<file path="config.mk">
export PLATFORM = sky130hd
export DESIGN_NAME = vc_test_src_arbiter_flat
export DESIGN_NICKNAME = d
export VERILOG_FILES = /design/src/rtl/vc_test_src_arbiter_pkg.sv /design/src/rtl/vc_test_src_arbiter_if.sv /design/src/rtl/vc_rr_prio_sel.sv /design/src/rtl/vc_test_src_arbiter.sv /design/src/flat_wrapper.sv
export SDC_FILE = /design/constraint.sdc
export NUM_CORES = 1
export LEC_CHECK = 0
export CAP_MARGIN = 5
export CORE_UTILIZATION = 42
export DETAILED_ROUTE_END_ITERATION = 16
export GPL_TIMING_DRIVEN = 0
export MAX_ROUTING_LAYER = met4
export PLACE_DENSITY = 0.86
export SLEW_MARGIN = 20
export SYNTH_ARGS = -nofsm -noshare
export SYNTH_HDL_FRONTEND = slang
export SYNTH_SLANG_ARGS = --single-unit
</file>
<file path="constraint.sdc">
create_clock -name clk -period 5.2 [get_ports clk]
set_clock_uncertainty 0.1 [all_clocks]
set_input_delay 0.52 -clock clk [delete_from_list [all_inputs] [get_ports clk]]
set_output_delay 0.52 -clock clk [all_outputs]
set_load 0.05 [all_outputs]
</file>
<file path="src/rtl/vc_test_src_arbiter_pkg.sv">
// Shared definitions for the test-source arbiter: request limit, lock state
// encoding and the source-id width helper.
package vc_test_src_arbiter_pkg;

  // Largest number of sources the arbiter is intended to serve.
  localparam int VC_TEST_SRC_ARBITER_MAX_REQS = 16;

  // Grant lock state: UNLOCKED arbitrates freely, LOCKED holds a stalled grant.
  typedef enum logic {
    UNLOCKED = 1'b0,
    LOCKED   = 1'b1
  } arb_state_e;

  // Width of a source index; never narrower than one bit.
  function automatic int id_nbits(input int n);
    return (n <= 2) ? 1 : $clog2(n);
  endfunction

endpackage

</file>
<file path="src/rtl/vc_test_src_arbiter_if.sv">
// Harness-side bundle of the arbiter: per-source val/rdy/msg/done, the shared
// sink channel, per-source transfer counters and the aggregated done flag.
// The slave modport is the arbiter; the master modport is the harness.
interface vc_test_src_arbiter_if
  import vc_test_src_arbiter_pkg::*;
#(
  parameter int p_nreqs     = 4,
  parameter int p_msg_nbits = 32,
  parameter int p_cnt_nbits = 16
);

  localparam int c_id_nbits = id_nbits(p_nreqs);

  logic [p_nreqs-1:0]             in_val;
  logic [p_nreqs-1:0]             in_rdy;
  logic [p_nreqs*p_msg_nbits-1:0] in_msg;
  logic [p_nreqs-1:0]             src_done;
  logic                           out_val;
  logic                           out_rdy;
  logic [p_msg_nbits-1:0]         out_msg;
  logic [c_id_nbits-1:0]          out_id;
  logic [p_nreqs*p_cnt_nbits-1:0] xfer_cnt;
  logic                           all_done;

  modport slave (
    input  in_val, in_msg, src_done, out_rdy,
    output in_rdy, out_val, out_msg, out_id, xfer_cnt, all_done
  );

  modport master (
    output in_val, in_msg, src_done, out_rdy,
    input  in_rdy, out_val, out_msg, out_id, xfer_cnt, all_done
  );

endinterface

</file>
<file path="src/rtl/vc_rr_prio_sel.sv">
// Round-robin priority selector: picks the first asserted request starting at
// ptr and wrapping modulo p_nreqs. Purely combinational.
module vc_rr_prio_sel
  import vc_test_src_arbiter_pkg::*;
#(
  parameter int p_nreqs = 4,
  parameter int c_id_nbits = id_nbits(p_nreqs)
)(
  input  logic [p_nreqs-1:0]     req,
  input  logic [c_id_nbits-1:0]  ptr,
  output logic [c_id_nbits-1:0]  grant_id,
  output logic                   grant_val
);

  // Scan ptr, ptr+1, ... wrapping; the first requester found wins.
  always_comb begin
    int                    sum_v;
    logic [c_id_nbits-1:0] idx_v;
    logic                  take_v;
    grant_id  = {c_id_nbits{1'b0}};
    grant_val = 1'b0;
    for (int k = 0; k < p_nreqs; k++) begin
      sum_v     = int'(ptr) + k;
      sum_v     = (sum_v >= p_nreqs) ? (sum_v - p_nreqs) : sum_v;
      idx_v     = c_id_nbits'(sum_v);
      take_v    = ~grant_val & req[idx_v];
      grant_id  = take_v ? idx_v : grant_id;
      grant_val = grant_val | take_v;
    end
  end

endmodule

</file>
<file path="src/rtl/vc_test_src_arbiter.sv">
// Shares one val/rdy sink between p_nreqs test sources with round-robin
// arbitration. A grant that stalls is locked until its message transfers, so
// out_msg/out_id stay stable. Counts transfers per source and raises a sticky
// all_done once every source is done and the channel is drained.
// Optional build macro VC_TEST_SRC_ARBITER_TRACE_EN adds a trace_module task.
module vc_test_src_arbiter
  import vc_test_src_arbiter_pkg::*;
#(
  parameter int p_nreqs     = 4,
  parameter int p_msg_nbits = 32,
  parameter int p_cnt_nbits = 16
)(
  input  logic                  clk,
  input  logic                  reset,
  vc_test_src_arbiter_if.slave  io
);

  localparam int c_id_nbits = id_nbits(p_nreqs);
  localparam logic [c_id_nbits-1:0] c_last_id = c_id_nbits'(p_nreqs - 1);

  arb_state_e                              state_r;
  logic [c_id_nbits-1:0]                   lock_id_r;
  logic [c_id_nbits-1:0]                   ptr_r;
  logic [p_nreqs-1:0][p_cnt_nbits-1:0]     cnt_r;
  logic                                    all_done_r;

  logic [p_nreqs-1:0][p_msg_nbits-1:0]     msg_arr_s;
  logic [c_id_nbits-1:0]                   sel_id_s;
  logic                                    sel_val_s;
  logic [c_id_nbits-1:0]                   grant_id_s;
  logic                                    grant_val_s;
  logic                                    out_val_s;
  logic                                    xfer_s;
  logic [p_nreqs-1:0]                      in_rdy_s;

  assign msg_arr_s = io.in_msg;

  vc_rr_prio_sel #(
    .p_nreqs    (p_nreqs),
    .c_id_nbits (c_id_nbits)
  ) u_sel (
    .req       (io.in_val),
    .ptr       (ptr_r),
    .grant_id  (sel_id_s),
    .grant_val (sel_val_s)
  );

  // Grant selection: a locked grant overrides the round-robin choice, and
  // outputs are held quiet during reset.
  always_comb begin
    if (state_r == LOCKED) begin
      grant_id_s  = lock_id_r;
      grant_val_s = io.in_val[lock_id_r];
    end else begin
      grant_id_s  = sel_id_s;
      grant_val_s = sel_val_s;
    end
    out_val_s = grant_val_s & ~reset;
    xfer_s    = out_val_s & io.out_rdy;
    in_rdy_s  = {p_nreqs{1'b0}};
    in_rdy_s[grant_id_s] = xfer_s;
  end

  assign io.out_val  = out_val_s;
  assign io.out_msg  = msg_arr_s[grant_id_s];
  assign io.out_id   = grant_id_s;
  assign io.in_rdy   = in_rdy_s;
  assign io.xfer_cnt = cnt_r;
  assign io.all_done = all_done_r;

  // Lock/pointer/counter state and the sticky all_done flag.
  always_ff @(posedge clk) begin
    if (reset) begin
      state_r    <= UNLOCKED;
      lock_id_r  <= {c_id_nbits{1'b0}};
      ptr_r      <= {c_id_nbits{1'b0}};
      cnt_r      <= {(p_nreqs*p_cnt_nbits){1'b0}};
      all_done_r <= 1'b0;
    end else begin
      all_done_r <= all_done_r |
                    (&io.src_done & ~(|io.in_val) & (state_r == UNLOCKED));
      if (xfer_s) begin
        state_r           <= UNLOCKED;
        ptr_r             <= (grant_id_s == c_last_id) ? {c_id_nbits{1'b0}}
                                                       : grant_id_s + c_id_nbits'(1'b1);
        cnt_r[grant_id_s] <= cnt_r[grant_id_s] + p_cnt_nbits'(1'b1);
      end else if ((state_r == UNLOCKED) && out_val_s) begin
        state_r   <= LOCKED;
        lock_id_r <= grant_id_s;
      end else begin
        state_r   <= state_r;
        lock_id_r <= lock_id_r;
      end
    end
  end

`ifdef VC_TEST_SRC_ARBITER_TRACE_EN
  logic [31:0] trace_cycle_r;

  // Cycle stamp for trace lines.
  always_ff @(posedge clk) begin
    if (reset) begin
      trace_cycle_r <= 32'd0;
    end else begin
      trace_cycle_r <= trace_cycle_r + 32'd1;
    end
  end

  // Channel view: payload on transfer, '#' on stall, '.' when idle-ready.
  function automatic string vc_trace_str_val_rdy(input logic val, input logic rdy,
                                                 input string str);
    if (val && rdy) begin
      return str;
    end else if (val) begin
      return "#";
    end else if (rdy) begin
      return ".";
    end else begin
      return " ";
    end
  endfunction

  task automatic trace_module(output string trace_str);
    trace_str = $sformatf("%0d %s", trace_cycle_r,
                          vc_trace_str_val_rdy(io.out_val, io.out_rdy,
                            $sformatf("%0d:%h", io.out_id, io.out_msg)));
    if (state_r == LOCKED) begin
      trace_str = {trace_str, "#"};
    end else begin
      trace_str = trace_str;
    end
  endtask
`endif

endmodule

</file>
<file path="src/flat_wrapper.sv">
// flat-port wrapper written by rule: the top's interface ports become plain ports
module vc_test_src_arbiter_flat import vc_test_src_arbiter_pkg::*;
#(
  parameter int p_nreqs     = 4,
  parameter int p_msg_nbits = 32,
  parameter int p_cnt_nbits = 16
)
  (clk, reset, io_in_val, io_in_msg, io_src_done, io_out_rdy, io_in_rdy, io_out_val, io_out_msg, io_out_id, io_xfer_cnt, io_all_done);
  vc_test_src_arbiter_if #(.p_nreqs(p_nreqs), .p_msg_nbits(p_msg_nbits), .p_cnt_nbits(p_cnt_nbits)) io_i ();
  input  logic clk;
  input  logic reset;
  input wire logic [$bits(io_i.in_val)-1:0] io_in_val;
  input wire logic [$bits(io_i.in_msg)-1:0] io_in_msg;
  input wire logic [$bits(io_i.src_done)-1:0] io_src_done;
  input wire logic [$bits(io_i.out_rdy)-1:0] io_out_rdy;
  output wire logic [$bits(io_i.in_rdy)-1:0] io_in_rdy;
  output wire logic [$bits(io_i.out_val)-1:0] io_out_val;
  output wire logic [$bits(io_i.out_msg)-1:0] io_out_msg;
  output wire logic [$bits(io_i.out_id)-1:0] io_out_id;
  output wire logic [$bits(io_i.xfer_cnt)-1:0] io_xfer_cnt;
  output wire logic [$bits(io_i.all_done)-1:0] io_all_done;
  assign io_i.in_val = io_in_val;
  assign io_i.in_msg = io_in_msg;
  assign io_i.src_done = io_src_done;
  assign io_i.out_rdy = io_out_rdy;
  assign io_in_rdy = io_i.in_rdy;
  assign io_out_val = io_i.out_val;
  assign io_out_msg = io_i.out_msg;
  assign io_out_id = io_i.out_id;
  assign io_xfer_cnt = io_i.xfer_cnt;
  assign io_all_done = io_i.all_done;
  vc_test_src_arbiter #(.p_nreqs(p_nreqs), .p_msg_nbits(p_msg_nbits), .p_cnt_nbits(p_cnt_nbits)) u_core (.clk(clk), .reset(reset), .io(io_i));
endmodule
</file>
==> results of run 1 <==
## logic make-up after synthesis
logic type	Yosys count	synth area share, %
adder cells (fa/ha/maj)	5	1.43
AO/OA/AOI/OAI	148	23.4
AND/OR/NAND/NOR	314	31.6
XOR/XNOR	14	2.81
multiplexers	8	2.12
buffers and inverters	62	6.53
flip-flops	70	32.1
## power by group through the flow
stage / Clock, mW / Sequential (mW) / Combinational [mW]
finish: 0.466 / 0.588 / 1.07
CTS: 0.461 / 0.587 / 1.05
global route: 0.484 / 0.591 / 1.12
detailed placement: 0 / 0.600 / 1.04
global placement: 0 / 0.598 / 1.03
floorplan: 0 / 0.677 / 0.577
## sequential cells by signal, summed over array words and instances (netlist names)
register	cells
u_core.io.xfer_cnt	64
u_core.state_r	1
u_core.ptr_r	2
u_core.io.all_done	1
u_core.lock_id_r	2
## layout make-up
| type | count | area (um^2) | area share [%] |
|---|---|---|---|
| Inverter | 5 | 20.0 | 0.278 |
| Clock inverter | 5 | 57.6 | 0.798 |
| Clock buffer | 11 | 151 | 2.10 |
| Sequential cell | 70 | 1400 | 19.4 |
| Buffer | 57 | 274 | 3.80 |
| Tap cell | 133 | 166 | 2.31 |
| Timing Repair Buffer | 244 | 2450 | 33.9 |
| Multi-Input combinational cell | 489 | 2690 | 37.3 |
## per-stage QoR
| step | setup slack (ns) | setup TNS (ns) | area, um^2 |
|---|---|---|---|
| after global placement | -0.851 | -2.97 | 6950 |
| after global routing | 0.00300 | 0 | 7210 |
| final | 0.170 | 0 | 7210 |
| after CTS | 0.0836 | 0 | 7170 |
| after floorplan | 0.859 | 0 | 4370 |
| after detailed placement | -0.892 | -3.61 | 6950 |
## final timing paths
path,startpoint,end,slack [ns],depth (start not counted)
min,u_core.io.all_done,u_core.io.all_done,0.40,2
max,io_in_val[0],io_out_msg[28],0.17,11
min reg2reg,u_core.io.all_done,u_core.io.all_done,0.40,2
max reg2reg,u_core.state_r,u_core.io.xfer_cnt[31],1.07,14
## critical path, stage by stage
cell and delay (ns):
clkdlybuf4s50_1 0.57, a21oi_1 0.15, o311ai_4 0.57, buf_6 0.23
buf_2 0.26, clkbuf_1 0.36, buf_1 0.41, nand2_1 0.10
and3_1 0.19, a31oi_1 0.19, clkdlybuf4s50_1 0.84
## per-layer routing
layer  wire length [um]  global-route usage, %  up-vias
met5                  0                      -        -
met4                565                   9.80        0
met3               2090                   9.52       60
met2               9060                   56.0      395
met1               7630                   44.4     2699
li1                   -                      -     2696
## cells in the final DEF, fill, tap and decap left out, types with 2 or more instances in the layout
cell               n
clkdlybuf4s50_1  227
nand2_1          169
nor2_1            73
dfxtp_1           70
a211oi_1          62
and3_1            37
a31oi_1           34
clkbuf_1          32
a21oi_1           31
a22o_1            11
xnor2_1           11
clkbuf_8          11
dlymetal6s2s_1    10
clkbuf_2           8
nand3_1            8
buf_2              7
mux2i_1            7
buf_1              6
nor3_1             6
buf_6              5
buf_4              5
nand4_1            5
ha_1               5
inv_1              3
nor4_1             3
xor2_1             3
clkinvlp_4         3
nand2b_1           2
clkinv_2           2
and2_1             2
a32oi_1            2
nor4_4             2
## repair_timing
action	CTS	global route
pin swaps	0	1
resized for setup	13	18
hold buffers	0	0
buffers inserted	0	3
setup endpoints to repair	14	17
==> impl_metrics.env, run 1 <==
export IMPL_detailroute_via_count=5850
export IMPL_static_leakage_power_nw=2.72
export IMPL_placed_cells=995
export IMPL_synth_largest_type_area_fraction_pct=32.1
export IMPL_combinationalPowerShare_pct=50.3
export IMPL_finalMaxSlewViolations=0
export IMPL_swShare_pct=43.4
export IMPL_grt_antenna_before_repair=0
export IMPL_power_density_cell_area_mw_per_mm2=294
export IMPL_tightest_slew_ns=0.756
export IMPL_drc=0
export IMPL_grt_first_pass_wirelength_um=29500
export IMPL_net_switching_power_uw=921
export IMPL_drt_first_pass_iters=5
export IMPL_rows=36
export IMPL_worstSetupStartpointType="primary input"
export IMPL_average_wire_per_standard_cell_um=19.1
export IMPL_timing_final_crit_share_pct=96.7
export IMPL_globalRoute_totalOverflow=0
export IMPL_synth_yosys_warnings=0
export IMPL_worstPathArrival_ns=4.41
export IMPL_ctsHtreeMaxLevel=3
export IMPL_async_s_r_ff_share_synth_pct=0
export IMPL_share_of_cells_above_drive_strength_1_pct=5.68
export IMPL_fin_nets=1020
export IMPL_fin_total_pwr_mw=2.12
export IMPL_clock_power_share_pct=21.9
export IMPL_setup_worst_path_end_class="output pin"
export IMPL_cts_buffers_inserted=9
export IMPL_syn_mean_instance_area_um2=7.03
export IMPL_fillers=770
export IMPL_ys_flop_type="dfxtp_1"
export IMPL_final_cell_count_without_fillers=1014
export IMPL_timing_critical_path_fanout_max=10
export IMPL_yosys_register_bits=70
export IMPL_synth_enable_flop_cells=0
export IMPL_cts_clk_slew_worst_paths_ns=0.08
export IMPL_syn_nets=765
export IMPL_initial_utilization_pct=44.1
export IMPL_drt_initial_drc_count=614
export IMPL_timing_worst_setup_path_type="primary input to output pin"
export IMPL_rsz_0062_raised_after_global_routing="false"
export IMPL_hpwlAfterDp_um=14500
export IMPL_synthesis_instances=621
export IMPL_worst_ep_required_time_ns=4.58
export IMPL_clock_sink_count=70
export IMPL_vdd_drop_max_v=0.000181
export IMPL_synth_largest_area_cell="dfxtp_1"
export IMPL_post_synth_most_frequent_cells="nand2_1 (169), nor2_1 (73), dfxtp_1 (70)"
export IMPL_synth_area_top_cells="dfxtp_1 (32%), nand2_1 (15%), a211oi_1 (11%)"
export IMPL_yosysMostFrequentCell="nand2_1"
export IMPL_fraction_of_the_yosys_area_taken_by_sequential_cells_pct=32.1
export IMPL_clock_tree_from_tritoncts="done"
export IMPL_avgViaCountPerCell=5.77
export IMPL_routabilityCongestion=1.02
export IMPL_fmax_mhz=199
export IMPL_die_w_um=104
export IMPL_port_buffers=241
export IMPL_max_slew_margin_pct=49.6
export IMPL_final_core_utilization_pct=72.7
export IMPL_yosys_cell_types_count=44
export IMPL_power_frac_seq_pct=27.7
export IMPL_drv_cap=0
export IMPL_routed_wirelength_um=19300
export IMPL_setup_violations_final=0
export IMPL_overall_track_demand_over_capacity_in_global_routing_pct=35.4
export IMPL_whs_ns=0.398
export IMPL_core_area_mm2=0.00991
export IMPL_num_antenna_cells=0
export IMPL_root_buffer="clkbuf_8"
export IMPL_hold_class="flop to flop"
export IMPL_floorplan_die_area_mm2=0.0108
export IMPL_p_int_mw=1.20
export IMPL_synth_area_mm2=0.00437
export IMPL_cts_path_max_buffers=2
export IMPL_run_status="finished, final reports clean"
export IMPL_post_route_min_period_ns=5.03
export IMPL_final_hold_viol_count=0
export IMPL_postRouteAntennaNets=0
export IMPL_die_h_um=104
export IMPL_num_io_pins=243
export IMPL_largest_net_degree_at_the_start_of_global_routing=13
export IMPL_worst_skew_pair_latency_ns=0.36
export IMPL_grt_pass1_vias=5430
export IMPL_synthToLayoutAreaGrowth_pct=65.0
Note: power is estimated with default switching activity, not from simulation.
==> run 2, diff against run 1 <==
- ABC_AREA: unset -> 1
- CORE_UTILIZATION: 42 -> 46
- PLACE_DENSITY: 0.86 -> 0.88
==> impl_metrics.env, run 2 <==
export IMPL_met3_wire_len_um=2960
export IMPL_globalRoute_totalOverflow=0
export IMPL_cts_path_max_buffers=2
export IMPL_synthToLayoutAreaGrowth_pct=56.0
export IMPL_layout_common_cells="clkdlybuf4s50_1 (238), nand2_1 (178), inv_1 (111), o21ai_0 (92), nand3_1 (79)"
export IMPL_setup_worst_path_end_class="output pin"
export IMPL_ctsHtreeMaxLevel=3
export IMPL_worstPathArrival_ns=4.38
export IMPL_synth_area_mm2=0.00524
export IMPL_critical_path_buf_inv_count=8
export IMPL_clock_power_share_pct=24.7
export IMPL_cts_clk_slew_worst_paths_ns=0.05
export IMPL_grt_pass1_vias=6341
export IMPL_num_io_pins=243
export IMPL_hold_class="flop to flop"
export IMPL_power_frac_seq_pct=20.1
export IMPL_average_wire_per_standard_cell_um=17.4
export IMPL_power_density_cell_area_mw_per_mm2=364
export IMPL_cts_repair_timing_setup_buffer_count=0
export IMPL_synth_area_top_cells="dfxtp_1 (27%), nand2_1 (13%), o21ai_0 (8.8%)"
export IMPL_tightest_slew_ns=0.783
export IMPL_synth_largest_area_cell="dfxtp_1"
export IMPL_rsz_0062_raised_after_global_routing="false"
export IMPL_routed_wirelength_um=21700
export IMPL_dp_worst_setup_slack_ns=-0.392
export IMPL_cts_buffers_inserted=9
export IMPL_root_buffer="clkbuf_16"
export IMPL_hold_path_depth=2
export IMPL_timing_final_crit_share_pct=96.1
export IMPL_timing_critical_path_max_delay_family="buffers and inverters"
export IMPL_worst_r2r_startpoint="u_core.ptr_r[0]"
export IMPL_yosys_register_bits=70
export IMPL_grt_first_pass_wirelength_um=32900
export IMPL_synthesis_instances=849
export IMPL_timing_reg2reg_setup_slack_ns=1.35
export IMPL_cp_slowest_cell="clkdlybuf4s15_1"
export IMPL_fin_total_pwr_mw=2.98
export IMPL_grt_antenna_before_repair=0
export IMPL_finalMaxSlewViolations=0
export IMPL_worstSetupStartpointType="primary input"
export IMPL_routabilityCongestion=0.975
export IMPL_yosys_cell_types_count=35
export IMPL_worstHoldStart="u_core.io.all_done"
export IMPL_share_of_cells_above_drive_strength_1_pct=10.3
export IMPL_port_buffers=242
export IMPL_synth_largest_type_area_fraction_pct=26.7
export IMPL_run_status="finished, final reports clean"
export IMPL_fmax_mhz=200
export IMPL_reg2reg_depth=19
export IMPL_die_h_um=109
export IMPL_ys_flop_type="dfxtp_1"
export IMPL_net_switching_power_mw=1.37
export IMPL_timing_critical_path_fanout_max=12
export IMPL_post_synth_most_frequent_cells="nand2_1 (178), inv_1 (111), o21ai_0 (92)"
export IMPL_synth_enable_flop_cells=0
export IMPL_final_core_utilization_pct=74.5
export IMPL_clock_tree_from_tritoncts="done"
export IMPL_drt_initial_drc_count=795
export IMPL_regToRegEndpoint="u_core.io.xfer_cnt[9]"
export IMPL_clock_sink_count=70
export IMPL_detailroute_via_count=6800
export IMPL_yosysMostFrequentCell="nand2_1"
export IMPL_largest_register_ff_count=64
export IMPL_drv_cap=0
export IMPL_hpwlAfterDp_um=15900
export IMPL_avgViaCountPerCell=5.46
export IMPL_finalWorstSetupSlack_ns=0.201
export IMPL_worst_ep_required_time_ns=4.58
export IMPL_swShare_pct=46.1
export IMPL_initial_utilization_pct=47.7
export IMPL_critical_path_max_stage_delay_ns=0.55
export IMPL_floorplan_die_area_mm2=0.0118
export IMPL_route_layer_met1_wl_um=8940
export IMPL_postLayoutCellArea_mm2=0.00818
export IMPL_static_leakage_power_nw=3.61
export IMPL_largest_net_degree_at_the_start_of_global_routing=13
export IMPL_critical_path_top_cell_by_count="nand2_1"
export IMPL_worstPathCellList="clkdlybuf4s50_1 > inv_1 > nand2_1 > nand3_1 > nand2_1 > nand2_1 > nand2_1 > nand2_1 > nand3_2 > nand2_4 > inv_2 > clkbuf_1 > clkbuf_2 > ha_1 > nand2_1 > inv_1 > buf_2 > clkdlybuf4s15_1"
export IMPL_fin_setup_tns_ns=0
export IMPL_wl_met2_um=9170
export IMPL_hold_path_endpoint="u_core.io.all_done"
export IMPL_postRouteAntennaNets=0
export IMPL_setup_violations_final=0
export IMPL_fraction_of_the_yosys_area_taken_by_sequential_cells_pct=26.7
export IMPL_placed_area_mm2=0.00784
export IMPL_layout_commonest_cell="clkdlybuf4s50_1"
export IMPL_overall_track_demand_over_capacity_in_global_routing_pct=37.7
export IMPL_max_slew_margin_pct=47.8
export IMPL_die_w_um=109
export IMPL_final_hold_viol_count=0
export IMPL_num_antenna_cells=0
export IMPL_worst_skew_pair_latency_ns=0.34
export IMPL_p_int_mw=1.60
export IMPL_vdd_drop_max_v=0.000235
export IMPL_combinationalPowerShare_pct=55.1
export IMPL_async_s_r_ff_share_synth_pct=0
export IMPL_drc=0
export IMPL_post_route_min_period_ns=5.00
export IMPL_synth_yosys_warnings=0
export IMPL_drt_first_pass_iters=5
export IMPL_core_area_mm2=0.0110
export IMPL_syn_mean_instance_area_um2=6.17
export IMPL_timing_worst_setup_path_type="primary input to output pin"
export IMPL_fin_nets=1245
export IMPL_top_layer_used="met4"
export IMPL_syn_nets=993
export IMPL_rows=38
export IMPL_cts_hold_repair_buffers=0
==> run 2: metrics by stage <==
stage          instances  hold WS, ns
2_1_floorplan        849        0.396
3_3_place_gp        1231        0.353
3_5_place_dp        1231        0.367
4_1_cts             1247        0.378
5_1_grt             1246        0.426
6_report            1246        0.376
==> run 2: layout make-up <==
type                            count  area (um^2)
Multi-Input combinational cell    609         3120
Clock buffer                       11          253
Fill cell                         900         2800
Clock inverter                      5          105
Buffer                             49          262
Tap cell                          140          175
Timing Repair Buffer              242         2410
Sequential cell                    70         1400
Inverter                          120          458
==> run 2: logic make-up after synthesis <==
| logic type | count (synthesis) | share of synthesized area, % |
|---|---|---|
| AO/OA/AOI/OAI | 200 | 21.6 |
| buffers and inverters | 170 | 13.8 |
| adder cells (fa/ha/maj) | 5 | 1.19 |
| flip-flops | 70 | 26.7 |
| AND/OR/NAND/NOR | 400 | 35.9 |
| XOR/XNOR | 4 | 0.812 |
==> run 2: layer usage <==
metal / global-route usage (%) / vias to the layer above
li1: - / 3248
met1: 48.5 / 3055
met2: 54.8 / 442
met3: 12.9 / 55
met4: 12.5 / 0
met5: - / -
==> run 2: worst max-delay path by stage <==
stage / startpoint / endpoint / slack, ns / depth (start not counted)
after floorplan: io_in_val[3] / io_in_rdy[3] / 1.30 / 16
after global placement: io_in_val[2] / io_in_rdy[3] / -0.30 / 19
after detailed placement: io_in_val[2] / io_in_rdy[3] / -0.39 / 19
after CTS: io_in_val[2] / io_in_rdy[3] / 0.05 / 19
after global routing: io_in_val[2] / io_in_rdy[3] / 0.001 / 18
final: io_in_val[2] / io_in_rdy[3] / 0.20 / 18
==> run 2: timing repair <==
| action | CTS | global route |
|---|---|---|
| endpoints found under the setup margin | 4 | 4 |
| gates cloned | 0 | 0 |
| endpoints found under the hold margin | 0 | 0 |
| resized for setup | 5 | 7 |
==> run 2: worst min-delay path, stage by stage, from the launching register on <==
cell and delay [ns]:
dfxtp_1 0.32, nor2_1 0.05, nor2_1 0.07
==> run 2: power groups by stage <==
stage / Combinational, mW / Sequential, mW / Clock (mW)
after detailed placement: 1.60 / 0.609 / 0
after floorplan: 0.963 / 0.713 / 0
after CTS: 1.62 / 0.598 / 0.732
after global routing: 1.74 / 0.602 / 0.756
after global placement: 1.59 / 0.608 / 0
final: 1.64 / 0.599 / 0.737
==> run 3, diff against run 2 <==
- CAP_MARGIN: 5 -> 20
- CORE_UTILIZATION: 46 -> 42
- PLACE_DENSITY: 0.88 -> 0.81
- TNS_END_PERCENT: unset -> 50
- clock period: 5.2 -> 5.4 ns (I/O delays scaled with it)
==> impl_metrics.env, run 3 (synthesis results as in run 2) <==
export IMPL_hold_class="flop to flop"
export IMPL_final_hold_viol_count=0
export IMPL_max_slew_margin_pct=52.1
export IMPL_hold_path_depth=2
export IMPL_largest_register_ff_count=64
export IMPL_detailroute_via_count=6660
export IMPL_dp_worst_setup_slack_ns=-0.232
export IMPL_worstSetupStartpointType="primary input"
export IMPL_fillers=1106
export IMPL_critical_path_top_cell_by_count="nand2_1"
export IMPL_overall_track_demand_over_capacity_in_global_routing_pct=33.5
export IMPL_fin_setup_tns_ns=0
export IMPL_rsz_0062_raised_after_global_routing="false"
export IMPL_net_switching_power_mw=1.30
export IMPL_routabilityCongestion=0.992
export IMPL_fin_nets=1246
export IMPL_power_frac_seq_pct=20.3
export IMPL_synthToLayoutAreaGrowth_pct=56.8
export IMPL_static_leakage_power_nw=3.63
export IMPL_cts_clk_slew_worst_paths_ns=0.05
export IMPL_regToRegEndpoint="u_core.io.xfer_cnt[9]"
export IMPL_layout_common_cells="clkdlybuf4s50_1 (238), nand2_1 (178), inv_1 (111), o21ai_0 (92), nand3_1 (79)"
export IMPL_tightest_slew_ns=0.718
export IMPL_core_area_mm2=0.0121
export IMPL_timing_critical_path_max_delay_family="buffers and inverters"
export IMPL_hpwlAfterDp_um=16000
export IMPL_floorplan_die_area_mm2=0.0129
export IMPL_largest_net_degree_at_the_start_of_global_routing=13
export IMPL_vdd_drop_max_v=0.000243
export IMPL_root_buffer="clkbuf_16"
export IMPL_worstPathArrival_ns=4.41
export IMPL_swShare_pct=45.9
export IMPL_fmax_mhz=198
export IMPL_grt_antenna_before_repair=0
export IMPL_hold_path_endpoint="u_core.io.xfer_cnt[17]"
export IMPL_worst_skew_pair_latency_ns=0.34
export IMPL_grt_pass1_vias=6121
export IMPL_fin_total_pwr_mw=2.84
export IMPL_num_antenna_cells=0
export IMPL_critical_path_max_stage_delay_ns=0.57
export IMPL_worstHoldStart="u_core.io.xfer_cnt[17]"
export IMPL_globalRoute_totalOverflow=0
export IMPL_drv_cap=0
export IMPL_drt_initial_drc_count=637
export IMPL_cp_slowest_cell="dlygate4sd2_1"
export IMPL_power_density_cell_area_mw_per_mm2=345
export IMPL_reg2reg_depth=20
export IMPL_clock_sink_count=70
export IMPL_worst_r2r_startpoint="u_core.ptr_r[1]"
export IMPL_setup_worst_path_end_class="output pin"
export IMPL_timing_reg2reg_setup_slack_ns=1.54
export IMPL_ctsHtreeMaxLevel=3
export IMPL_critical_path_buf_inv_count=9
export IMPL_run_status="finished, final reports clean"
export IMPL_average_wire_per_standard_cell_um=16.6
export IMPL_timing_critical_path_fanout_max=12
export IMPL_clock_power_share_pct=24.4
export IMPL_finalWorstSetupSlack_ns=0.349
export IMPL_worstPathCellList="clkdlybuf4s50_1 > inv_1 > nand2_1 > nand3_1 > nand2_1 > nand2_1 > nand2_1 > nand2_1 > nand3_2 > nand2_4 > inv_2 > clkbuf_1 > clkbuf_2 > ha_1 > nand2_1 > inv_1 > clkbuf_2 > buf_2 > dlygate4sd2_1"
export IMPL_worst_ep_required_time_ns=4.76
export IMPL_rows=40
export IMPL_share_of_cells_above_drive_strength_1_pct=10.2
export IMPL_final_core_utilization_pct=67.9
export IMPL_postRouteAntennaNets=0
export IMPL_port_buffers=242
export IMPL_layout_commonest_cell="clkdlybuf4s50_1"
export IMPL_num_io_pins=243
export IMPL_clock_tree_from_tritoncts="done"
export IMPL_p_int_mw=1.53
export IMPL_finalMaxSlewViolations=0
export IMPL_die_w_um=114
export IMPL_combinationalPowerShare_pct=55.3
export IMPL_cts_hold_repair_buffers=0
export IMPL_drc=0
export IMPL_avgViaCountPerCell=5.22
export IMPL_initial_utilization_pct=43.3
export IMPL_cts_path_max_buffers=2
export IMPL_setup_violations_final=0
export IMPL_whs_ns=0.398
export IMPL_routed_wirelength_um=21200
export IMPL_timing_worst_setup_path_type="primary input to output pin"
export IMPL_post_route_min_period_ns=5.05
export IMPL_grt_first_pass_wirelength_um=32500
export IMPL_drt_first_pass_iters=5
export IMPL_die_h_um=114
export IMPL_cts_buffers_inserted=9
export IMPL_timing_final_crit_share_pct=93.5
## run 3: changes by cell type in the layout (fill, tap and decap cells not counted), sizes merged
cell           before  now
clkinv              1    2
dlygate4sd2         0    1
clkdlybuf4s15       1    0
dlymetal6s2s        0    1
clkinvlp            2    1
## run 3: per-layer routing
| metal | GRT usage (%) | up-vias | part of all wire, % |
|---|---|---|---|
| met3 | 7.23 | 42 | 10 |
| met5 | - | - | 0 |
| li1 | - | 3251 | - |
| met1 | 44.7 | 3011 | 44 |
| met2 | 50.5 | 356 | 44 |
| met4 | 10.6 | 0 | 2.4 |
## run 3: stage by stage
step,instances,instance area (um^2)
floorplan,849,5240
global placement,1259,7880
detailed placement,1259,7880
CTS,1275,8220
global route,1275,8220
finish,1275,8220
## run 3: worst min-delay path: stages (launching register included)
cell	delay, ns
dfxtp_1	0.32
inv_1	0.07
a21oi_1	0.06
## run 3: final cells by class
cell class	instances	area, um^2	area share (%)
repair buffers	242	2410	29.4
multi-input cells	609	3120	38.0
plain buffers	50	267	3.24
well taps	168	210	2.56
flip-flops and latches	70	1400	17.1
clock inverters	5	106	1.29
inverters	120	458	5.57
clock buffers	11	243	2.95
## run 3: how the worst max path moves through the flow
stage	cells past startpoint	start	slack, ns	endpoint
after global placement	19	io_in_val[2]	-0.19	io_in_rdy[3]
after floorplan	16	io_in_val[3]	1.46	io_in_rdy[3]
after global routing	18	io_in_val[3]	0.06	io_in_rdy[0]
after CTS	17	io_in_val[2]	0.02	io_in_rdy[2]
final	19	io_in_val[2]	0.35	io_in_rdy[3]
after detailed placement	19	io_in_val[2]	-0.23	io_in_rdy[3]
## run 3: timing repair
action	CTS	global route
gates resized for setup	3	7
setup endpoints to repair	3	4
buffers inserted	0	0
## run 3: power groups by stage
stage / logic (mW) / registers (mW) / clock network [mW]
2_1_floorplan: 0.927 / 0.687 / 0
5_1_grt: 1.67 / 0.580 / 0.714
3_3_place_gp: 1.53 / 0.586 / 0
3_5_place_dp: 1.54 / 0.587 / 0
6_report: 1.57 / 0.576 / 0.691
4_1_cts: 1.55 / 0.576 / 0.694
==> patch (settings of run 1) <==
`p_msg_nbits` is set to 32 in 3 places; all go to 40.
--- a/src/rtl/vc_test_src_arbiter_if.sv
+++ b/src/rtl/vc_test_src_arbiter_if.sv
@@ -7,3 +7,3 @@
   parameter int p_nreqs     = 4,
-  parameter int p_msg_nbits = 32,
+  parameter int p_msg_nbits = 40,
   parameter int p_cnt_nbits = 16
--- a/src/rtl/vc_test_src_arbiter.sv
+++ b/src/rtl/vc_test_src_arbiter.sv
@@ -9,3 +9,3 @@
   parameter int p_nreqs     = 4,
-  parameter int p_msg_nbits = 32,
+  parameter int p_msg_nbits = 40,
   parameter int p_cnt_nbits = 16
--- a/src/flat_wrapper.sv
+++ b/src/flat_wrapper.sv
@@ -4,3 +4,3 @@
   parameter int p_nreqs     = 4,
-  parameter int p_msg_nbits = 32,
+  parameter int p_msg_nbits = 40,
   parameter int p_cnt_nbits = 16
Interface: changed (resized io_in_msg and io_out_msg); port bits go from 243 to 283. The function was not compared with the original's and may differ.
==> patch against run 1 <==
  * Maximum frequency increased by 0.87%
  * Synthesized cell count is 12% higher
  * Synthesized area increased by 9.7%
  * Worst setup slack gained 0.043 ns
  * Power grew 6.0%
  * Routed wire length grew 9.1%
  * Sequential cell count unchanged
  * Cell area grew 13%
==> patch: results (changes against run 1) <==
clocking:
  clk_latency_ns: 0.33  # was 0.36 ns
  cts_root_buf: "clkbuf_16"  # was clkbuf_8
synthesis:
  syn_avg_cell_area_um2: 6.91  # was 7.03 µm²
  synth_fp_nets: 870  # was 765
  synth_area_leaders: "dfxtp_1 (29%), nand2_1 (16%), a211oi_1 (7.7%)"  # was dfxtp_1 (32%), nand2_1 (15%), a211oi_1 (11%)
  ys_seq_area_share_pct: 29.2  # was 32.1%
  synth_cell_types: 47  # was 44
placed_design:
  gp_congestion: 0.934  # was 1.02
  placed_area_um2: 7780  # was 6950 µm²
  io_buffers: 281  # was 241
  dp.cells: 1115  # was 995
cells_and_area:
  multi_input_area_um2: 3130  # was 2690 µm²
  final_area_um2: 8170  # was 7210 µm²
  n_all_inverters: 9  # was 5
  fillCellCount: 878  # was 770
  fin_nets: 1156  # was 1020
  multi_input_gates: 558  # was 489
  clkCellAreaFrac_pct: 4.12  # was 2.90%
outcome:
  status: "finished clean"  # unchanged
worst_setup_path:
  r2r-start: "u_core.ptr_r[1]$_SDFFE_PP0P_"  # was u_core.state_r$_SDFFE_PP0P_
  r2r_slack_ns: 0.84  # was 1.07 ns
  cp_max_fo: 19  # was 10
  crit_arrival_ns: 4.37  # was 4.41 ns
  rr_endpoint: "u_core.io.xfer_cnt[25]$_SDFFE_PP0P_"  # was u_core.io.xfer_cnt[31]$_SDFFE_PP0P_
  endpoint: "io_out_msg[13]"  # was io_out_msg[28]
  reg2reg_depth: 12  # was 14
sta:
  max-slew-margin-rel_pct: 49.4  # was 49.6%
  holdWs_ns: 0.369  # was 0.398 ns
  fmax_mhz: 201  # was 199 MHz
grt:
  grt_pass1_wl_um: 30100  # was 29500 µm
  grt_usage_pct: 34.2  # was 35.4%
  grt_pass1_vias: 5697  # was 5430
  grt_max_degree: 21  # was 13
power_and_ir_drop:
  p_leak_nw: 3.33  # was 2.72 nW
  p_seq_share_pct: 25.8  # was 27.7%
  p_total_w: 0.00225  # was 0.00212 W
  p_sw_w: 0.000863  # was 0.000921 W
  peakVddDrop_mv: 0.206  # was 0.181 mV
  comb-power_w: 0.000964  # was 0.00107 W
drt:
  first_iter_violations: 657  # was 614
  routedWlPerCell_um: 18.8  # was 19.1 µm
  drt_first_pass_iters: 7  # was 5
  vias_per_cell: 5.66  # was 5.77
[patch: cell count changes in the layout (fill, tap and decap cells not counted), sizes merged, moves of 13 or more]
| cell | change |
|---|---|
| nand2 | +30 |
| a211oi | -13 |
| nor2 | +24 |
| mux2i | +22 |
| a21oi | -17 |
| clkdlybuf4s50 | +21 |
[patch: routing by layer]
metal,up-vias,track usage [%],wire (µm)
li1,2987,-,-
met1,2948,40.5,8170
met2,365,55.2,9830
met3,67,8.49,2380
met4,0,13.9,739
met5,-,-,0
[patch: logic make-up after synthesis]
family / Yosys count / share of synthesized area [%]
simple gates: 376 / 34.3
fa+ha+maj: 5 / 1.31
flops: 70 / 29.2
mux: 34 / 7.54
xor+xnor: 13 / 2.69
buf+inv: 66 / 5.61
compound gates: 130 / 19.3
[patch: repair_timing]
item	4_1_cts	5_1_grt
buffers inserted	0	2
gates cloned	0	0
endpoints found under the setup margin	44	29
pin swaps	0	1
gates resized for setup	29	24
